===== config.mk =====
export PLATFORM = sky130hd
export DESIGN_NAME = motor_cmd_ctrl
export DESIGN_NICKNAME = d
export VERILOG_FILES = /design/src/rtl/motor_cmd_ctrl.sv
export SDC_FILE = /design/constraint.sdc
export NUM_CORES = 1
export LEC_CHECK = 0
export CAP_MARGIN = 40
export CORE_ASPECT_RATIO = 1.2
export CORE_MARGIN = 2
export CORE_UTILIZATION = 30
export CTS_BUF_LIST = sky130_fd_sc_hd__clkbuf_4 sky130_fd_sc_hd__clkbuf_8 sky130_fd_sc_hd__clkbuf_16
export DETAILED_ROUTE_END_ITERATION = 10
export MAX_ROUTING_LAYER = met4
export SYNTH_ARGS = -nofsm -noshare
export SYNTH_HDL_FRONTEND = slang
export SYNTH_SLANG_ARGS = --single-unit

===== constraint.sdc =====
create_clock -name clk -period 5.4 [get_ports clk]
set_clock_uncertainty 0.2 [all_clocks]
set_input_delay 0.81 -clock clk [delete_from_list [all_inputs] [get_ports clk]]
set_output_delay 0.81 -clock clk [all_outputs]
set_load 0.01 [all_outputs]

===== src/rtl/motor_cmd_ctrl.sv =====
// motor_cmd_ctrl: turns raw forward/reverse/stop push-buttons into the
// motor1/motor2 direction command pair, with per-button synchronisation,
// debouncing and an enforced dead-time between any change of direction.
// Optional build macro: RUN_TIMEOUT_EN adds a run-time limit that stops the
// motor after RUN_TIMEOUT cycles in FWD or REV.
module motor_cmd_ctrl #(
    parameter int DEBOUNCE_CYCLES = 500000,
    parameter int DEAD_CYCLES     = 2500000,
    parameter int CNT_W           = 22,
    parameter int RUN_TIMEOUT     = 50000000
) (
    input  logic       clk,
    input  logic       rst,
    input  logic       btn_fwd,
    input  logic       btn_rev,
    input  logic       btn_stop,
    output logic       motor1,
    output logic       motor2,
    output logic       busy,
    output logic [1:0] state
);

    localparam logic [1:0] IDLE = 2'b00;
    localparam logic [1:0] FWD  = 2'b01;
    localparam logic [1:0] REV  = 2'b10;
    localparam logic [1:0] DEAD = 2'b11;
    // pending direction reuses the state codes; IDLE doubles as "none"
    localparam logic [1:0] PEND_NONE = IDLE;

    localparam logic [CNT_W-1:0] DB_LAST   = CNT_W'(DEBOUNCE_CYCLES - 1);
    localparam logic [CNT_W-1:0] DEAD_LAST = CNT_W'(DEAD_CYCLES - 1);

    if (DEBOUNCE_CYCLES < 2 || DEAD_CYCLES < 1 || RUN_TIMEOUT < 1 ||
        longint'(DEBOUNCE_CYCLES) >= (longint'(1) << CNT_W) ||
        longint'(DEAD_CYCLES) >= (longint'(1) << CNT_W)) begin : g_bad_params
        $error("motor_cmd_ctrl: invalid parameter set");
    end

    logic [2:0] btn_raw;
    logic [2:0] press;
    logic [1:0] prime_sr;
    logic       primed;

    assign btn_raw = {btn_stop, btn_rev, btn_fwd};
    assign primed  = prime_sr[1];

    // marks when the synchronisers hold real samples taken after reset release
    always_ff @(posedge clk or posedge rst) begin
        if (rst) prime_sr <= '0;
        else     prime_sr <= {prime_sr[0], 1'b1};
    end

    for (genvar i = 0; i < 3; i++) begin : g_btn
        logic             s1, s2, lvl, lvl_d, armed;
        logic [CNT_W-1:0] cnt;

        // two-flop synchroniser for the raw button
        always_ff @(posedge clk or posedge rst) begin
            if (rst) begin
                s1 <= 1'b0;
                s2 <= 1'b0;
            end else begin
                s1 <= btn_raw[i];
                s2 <= s1;
            end
        end

        // debounce: accept a new level after DEBOUNCE_CYCLES stable cycles;
        // a button only arms once it has been seen released, so one held
        // through reset produces no press until released and pressed again
        always_ff @(posedge clk or posedge rst) begin
            if (rst) begin
                cnt   <= '0;
                lvl   <= 1'b0;
                lvl_d <= 1'b0;
                armed <= 1'b0;
            end else begin
                lvl_d <= lvl;
                if (primed && !s2 && !lvl) armed <= 1'b1;
                if (s2 != lvl) begin
                    if (cnt == DB_LAST) begin
                        lvl <= s2;
                        cnt <= '0;
                    end else begin
                        cnt <= cnt + CNT_W'(1);
                    end
                end else begin
                    cnt <= '0;
                end
            end
        end

        assign press[i] = lvl & ~lvl_d & armed;
    end

    logic             fwd_p, rev_p, stop_p;
    logic [1:0]       state_q, state_n, pend_q, pend_n;
    logic [CNT_W-1:0] dead_cnt;
    logic             run_expired;

    assign fwd_p  = press[0];
    assign rev_p  = press[1];
    assign stop_p = press[2];

`ifdef RUN_TIMEOUT_EN
    localparam int RUN_W = $clog2(RUN_TIMEOUT + 1);
    logic [RUN_W-1:0] run_cnt;

    assign run_expired = (run_cnt == RUN_W'(RUN_TIMEOUT - 1));

    // run-time counter: cleared on entry to FWD/REV, counts while running
    always_ff @(posedge clk or posedge rst) begin
        if (rst) run_cnt <= '0;
        else if (state_n == state_q && (state_q == FWD || state_q == REV))
            run_cnt <= run_cnt + RUN_W'(1);
        else
            run_cnt <= '0;
    end
`else
    assign run_expired = 1'b0;
`endif

    // next-state and pending-direction logic; stop outranks fwd/rev
    always_comb begin
        state_n = state_q;
        pend_n  = pend_q;
        case (state_q)
            IDLE: begin
                if (!stop_p) begin
                    if (fwd_p && !rev_p)      state_n = FWD;
                    else if (rev_p && !fwd_p) state_n = REV;
                end
            end
            FWD: begin
                if (stop_p) begin
                    state_n = DEAD;
                    pend_n  = PEND_NONE;
                end else if (rev_p) begin
                    state_n = DEAD;
                    pend_n  = REV;
                end else if (run_expired) begin
                    state_n = DEAD;
                    pend_n  = PEND_NONE;
                end
            end
            REV: begin
                if (stop_p) begin
                    state_n = DEAD;
                    pend_n  = PEND_NONE;
                end else if (fwd_p) begin
                    state_n = DEAD;
                    pend_n  = FWD;
                end else if (run_expired) begin
                    state_n = DEAD;
                    pend_n  = PEND_NONE;
                end
            end
            default: begin
                if (stop_p)               pend_n = PEND_NONE;
                else if (fwd_p && !rev_p) pend_n = FWD;
                else if (rev_p && !fwd_p) pend_n = REV;
                if (dead_cnt == DEAD_LAST) begin
                    state_n = pend_n;
                    pend_n  = PEND_NONE;
                end
            end
        endcase
    end

    // state, dead-time counter and outputs registered from next-state
    always_ff @(posedge clk or posedge rst) begin
        if (rst) begin
            state_q  <= IDLE;
            pend_q   <= PEND_NONE;
            dead_cnt <= '0;
            motor1   <= 1'b0;
            motor2   <= 1'b0;
            busy     <= 1'b0;
        end else begin
            state_q  <= state_n;
            pend_q   <= pend_n;
            dead_cnt <= (state_q == DEAD && state_n == DEAD) ? dead_cnt + CNT_W'(1) : '0;
            motor1   <= (state_n == FWD);
            motor2   <= (state_n == REV);
            busy     <= (state_n == DEAD);
        end
    end

    assign state = state_q;

endmodule


==> results.cfg <==
[floorplan]
die_area_mm2 = 0.0194
core-area_mm2 = 0.0180
ioPinCount = 10
initial_core_util = 0.304
die_h_um = 152
die_w_um = 128
rows = 54

[timing]
layout_setup_ws_ns = 2.43
setup_viol = 0
fin_crit_sh = 0.550
worstMarginPinSlew_ns = 0.840
fin_setup_tns_ns = 0
fin_crit_ns = 2.97
clock.fmax_ghz = 0.337
slew_headroom = 0.438
maxSlewViolCount = 0
grt_setup_unrepaired = no
finalHoldViolCount = 0

[route]
ant_nets = 0
drtPass1Iterations = 4
drcViolationCount = 0
dr.first_iter.drc_count = 357
vias = 3939
wl_um = 10100
viasPerCell = 4.98
wl_per_cell_um = 12.8

[worst_setup_path]
critPathLaunchType = flip-flop
rr_worst_depth = 7
worstSetupPathDepth = 7
rrSetupSlack_ns = 2.43
end_kind = flip-flop
worst_r2r_endpoint = dead_cnt[10]$_DFF_PP0_
cp-startpoint = dead_cnt[0]$_DFF_PP0_
critPathCapture = dead_cnt[10]$_DFF_PP0_
cp_slowest_cell = or4_4
cp_top_family = simple AND/OR/NAND/NOR gates
crit_type = reg -> reg
r2r_start = dead_cnt[0]$_DFF_PP0_
path_cells = ha_1, nand4_2, or4_4, o211ai_1, nand4bb_1, buf_8, nor4_1
worstPathArrival_ns = 3.00
critPathMaxStageDelay_ns = 0.55
crit_fanout = 16
path_buf_inv = 1
critPathRequiredTime_ns = 5.43

[global_routing]
grt_util_all_layers = 0.114
grt_pass1_wl_um = 18100
grt_max_degree = 64
first_global_vias = 4059
grt_overflow = 0
antenna_found_initial = 0

[clocking]
cts_hold_buffers = 0
cts_root_buffer = clkbuf_16
cts_max_level = 3
cts.sinks = 112
tritoncts = built
cts_buffer_depth = 2
clock_latency_ns = 0.34
clkSlewWorstSetupHoldPaths_ns = 0.07
numCtsBuffers = 9
cts_resized = 0
cts_setup_buffers = 0

[min_path]
hold_path_class = reg -> reg

[power_and_ir_drop]
swShare = 0.200
power_frac_comb = 0.025
switching_power_uw = 328
cellLeakagePower_uw = 0.00242
clock_power_share = 0.454
power_density_mw_per_mm2 = 266
seqPwrFrac = 0.520
p_int_uw = 1310
ir_drop_v = 0.000124

[placed_design]
dp_hpwl_um = 6930
portBuffers = 9
gp_congestion = 0.882
place_ws_ns = 2.44

[synthesis]
synth.avg_cell_area_um2 = 9.90
synth_edf_count = 0
syn_inst = 555
synth_seq_cells = 112
async_flop_share = 1.00
synth_nets = 569
ys_warn_count = 0
synth_area_mm2 = 0.00549
ys_types = 46
yosysSeqAreaShare = 0.510
synth_ff_type = dfrtp_1

[layout]
final_cell_mix = dfrtp_1, nor2_1, xnor2_1
antenna_cells = 0
syn_to_final_growth_pct = 12.4
fill_cells = 1771
layout_commonest_cell = dfrtp_1
fin_nets = 576
drive_gt1_frac = 0.0635

[outcome]
status = complete, no violations

[run]
cap_viol_max_count = 0
metrics by stage:
stage | cells | hold slack [ns] | instance area [um2] | total power [uW] | util
after floorplan | 555 | 0.131 | 5490 | 899 | -
after global placement | 772 | 0.134 | 5790 | 910 | 0.321
after detailed placement | 775 | 0.135 | 5830 | 915 | 0.323
after CTS | 791 | 0.151 | 6180 | 1660 | 0.342
after global routing | 791 | 0.157 | 6180 | 1700 | 0.342
final | 791 | 0.149 | 6180 | 1640 | 0.342
cells by family after synthesis:
| kind of cell | share of synthesized area |
|---|---|
| and+or+nand+nor | 0.265 |
| DFF | 0.510 |
| xor gates and xnor gates | 0.132 |
| buffers and inverters | 0.0307 |
| AOI/OAI and AO/OA | 0.0308 |
| adders and majority gates | 0.0241 |
| muxes | 0.00615 |
| other | 0.000683 |
final cells by class:
cell class	instances	area, um2	share of cell area
flip-flops and latches	112	2800	0.454
multi-input cells	404	2520	0.408
clock buffers	14	282	0.0456
well taps	224	280	0.0454
repair buffers	13	145	0.0235
inverters	22	85.1	0.0138
clock inverters	2	60.1	0.00972
routing by layer:
| metal | track usage | vias up | part of all wire |
|---|---|---|---|
| met5 | - | - | 0 |
| met4 | 0.0429 | 0 | 0.018 |
| met3 | 0.0214 | 19 | 0.026 |
| met2 | 0.185 | 48 | 0.48 |
| met1 | 0.140 | 1942 | 0.48 |
| li1 | - | 1930 | - |
sequential cells by signal, indices dropped and copies added (netlist names), 3 cells and up:
signal       cells
g_btn.cnt       66
g_btn.armed      3
g_btn.s2         3
g_btn.lvl_d      3
dead_cnt        22
g_btn.s1         3
g_btn.lvl        3
power by group through the flow:
stage | clock [uW] | sequential (uW) | combinational, uW
6_report | 746 | 854 | 41.7
2_1_floorplan | 0 | 869 | 29.4
5_1_grt | 793 | 855 | 49.5
3_5_place_dp | 0 | 871 | 43.7
4_1_cts | 764 | 854 | 43.9
3_3_place_gp | 0 | 870 | 39.5
worst min path at each step:
| stage | end | from | depth (start not counted) |
|---|---|---|---|
| after floorplan | g_btn[0].s2$_DFF_PP0_ | g_btn[0].s1$_DFF_PP0_ | 0 |
| after global placement | prime_sr[1]$_DFF_PP0_ | prime_sr[0]$_DFF_PP0_ | 0 |
| after detailed placement | prime_sr[1]$_DFF_PP0_ | prime_sr[0]$_DFF_PP0_ | 0 |
| after CTS | prime_sr[1]$_DFF_PP0_ | prime_sr[0]$_DFF_PP0_ | 0 |
| after global routing | g_btn[2].s2$_DFF_PP0_ | g_btn[2].s1$_DFF_PP0_ | 0 |
| final | prime_sr[1]$_DFF_PP0_ | prime_sr[0]$_DFF_PP0_ | 0 |
synth_stat cells, drive strengths merged, types with 2 or more instances:
| cell type | count | area [um2] |
|---|---|---|
| nor4 | 26 | 200 |
| mux2 | 3 | 33.8 |
| and4 | 6 | 52.6 |
| or2 | 3 | 18.8 |
| nor2b | 2 | 12.5 |
| and3 | 5 | 31.3 |
| inv | 22 | 82.6 |
| nand2 | 36 | 135 |
| nor3 | 37 | 185 |
| xor2 | 32 | 280 |
| dfrtp | 112 | 2800 |
| or3 | 4 | 25.0 |
| nand4 | 23 | 150 |
| a211oi | 2 | 15.0 |
| a21o | 4 | 30.0 |
| o21ai | 4 | 20.0 |
| nor2 | 95 | 357 |
| maj3 | 2 | 20.0 |
| and3b | 3 | 26.3 |
| buf | 5 | 41.3 |
| ha | 9 | 113 |
| o211ai | 3 | 22.5 |
| nor4b | 3 | 26.3 |
| nand3 | 31 | 155 |
| or4 | 2 | 18.8 |
| clkbuf | 12 | 45.0 |
| o211a | 2 | 20.0 |
| xnor2 | 51 | 447 |
| nand3b | 3 | 22.5 |
| a31oi | 2 | 12.5 |
No activity file was read; power rests on OpenSTA's default activity.
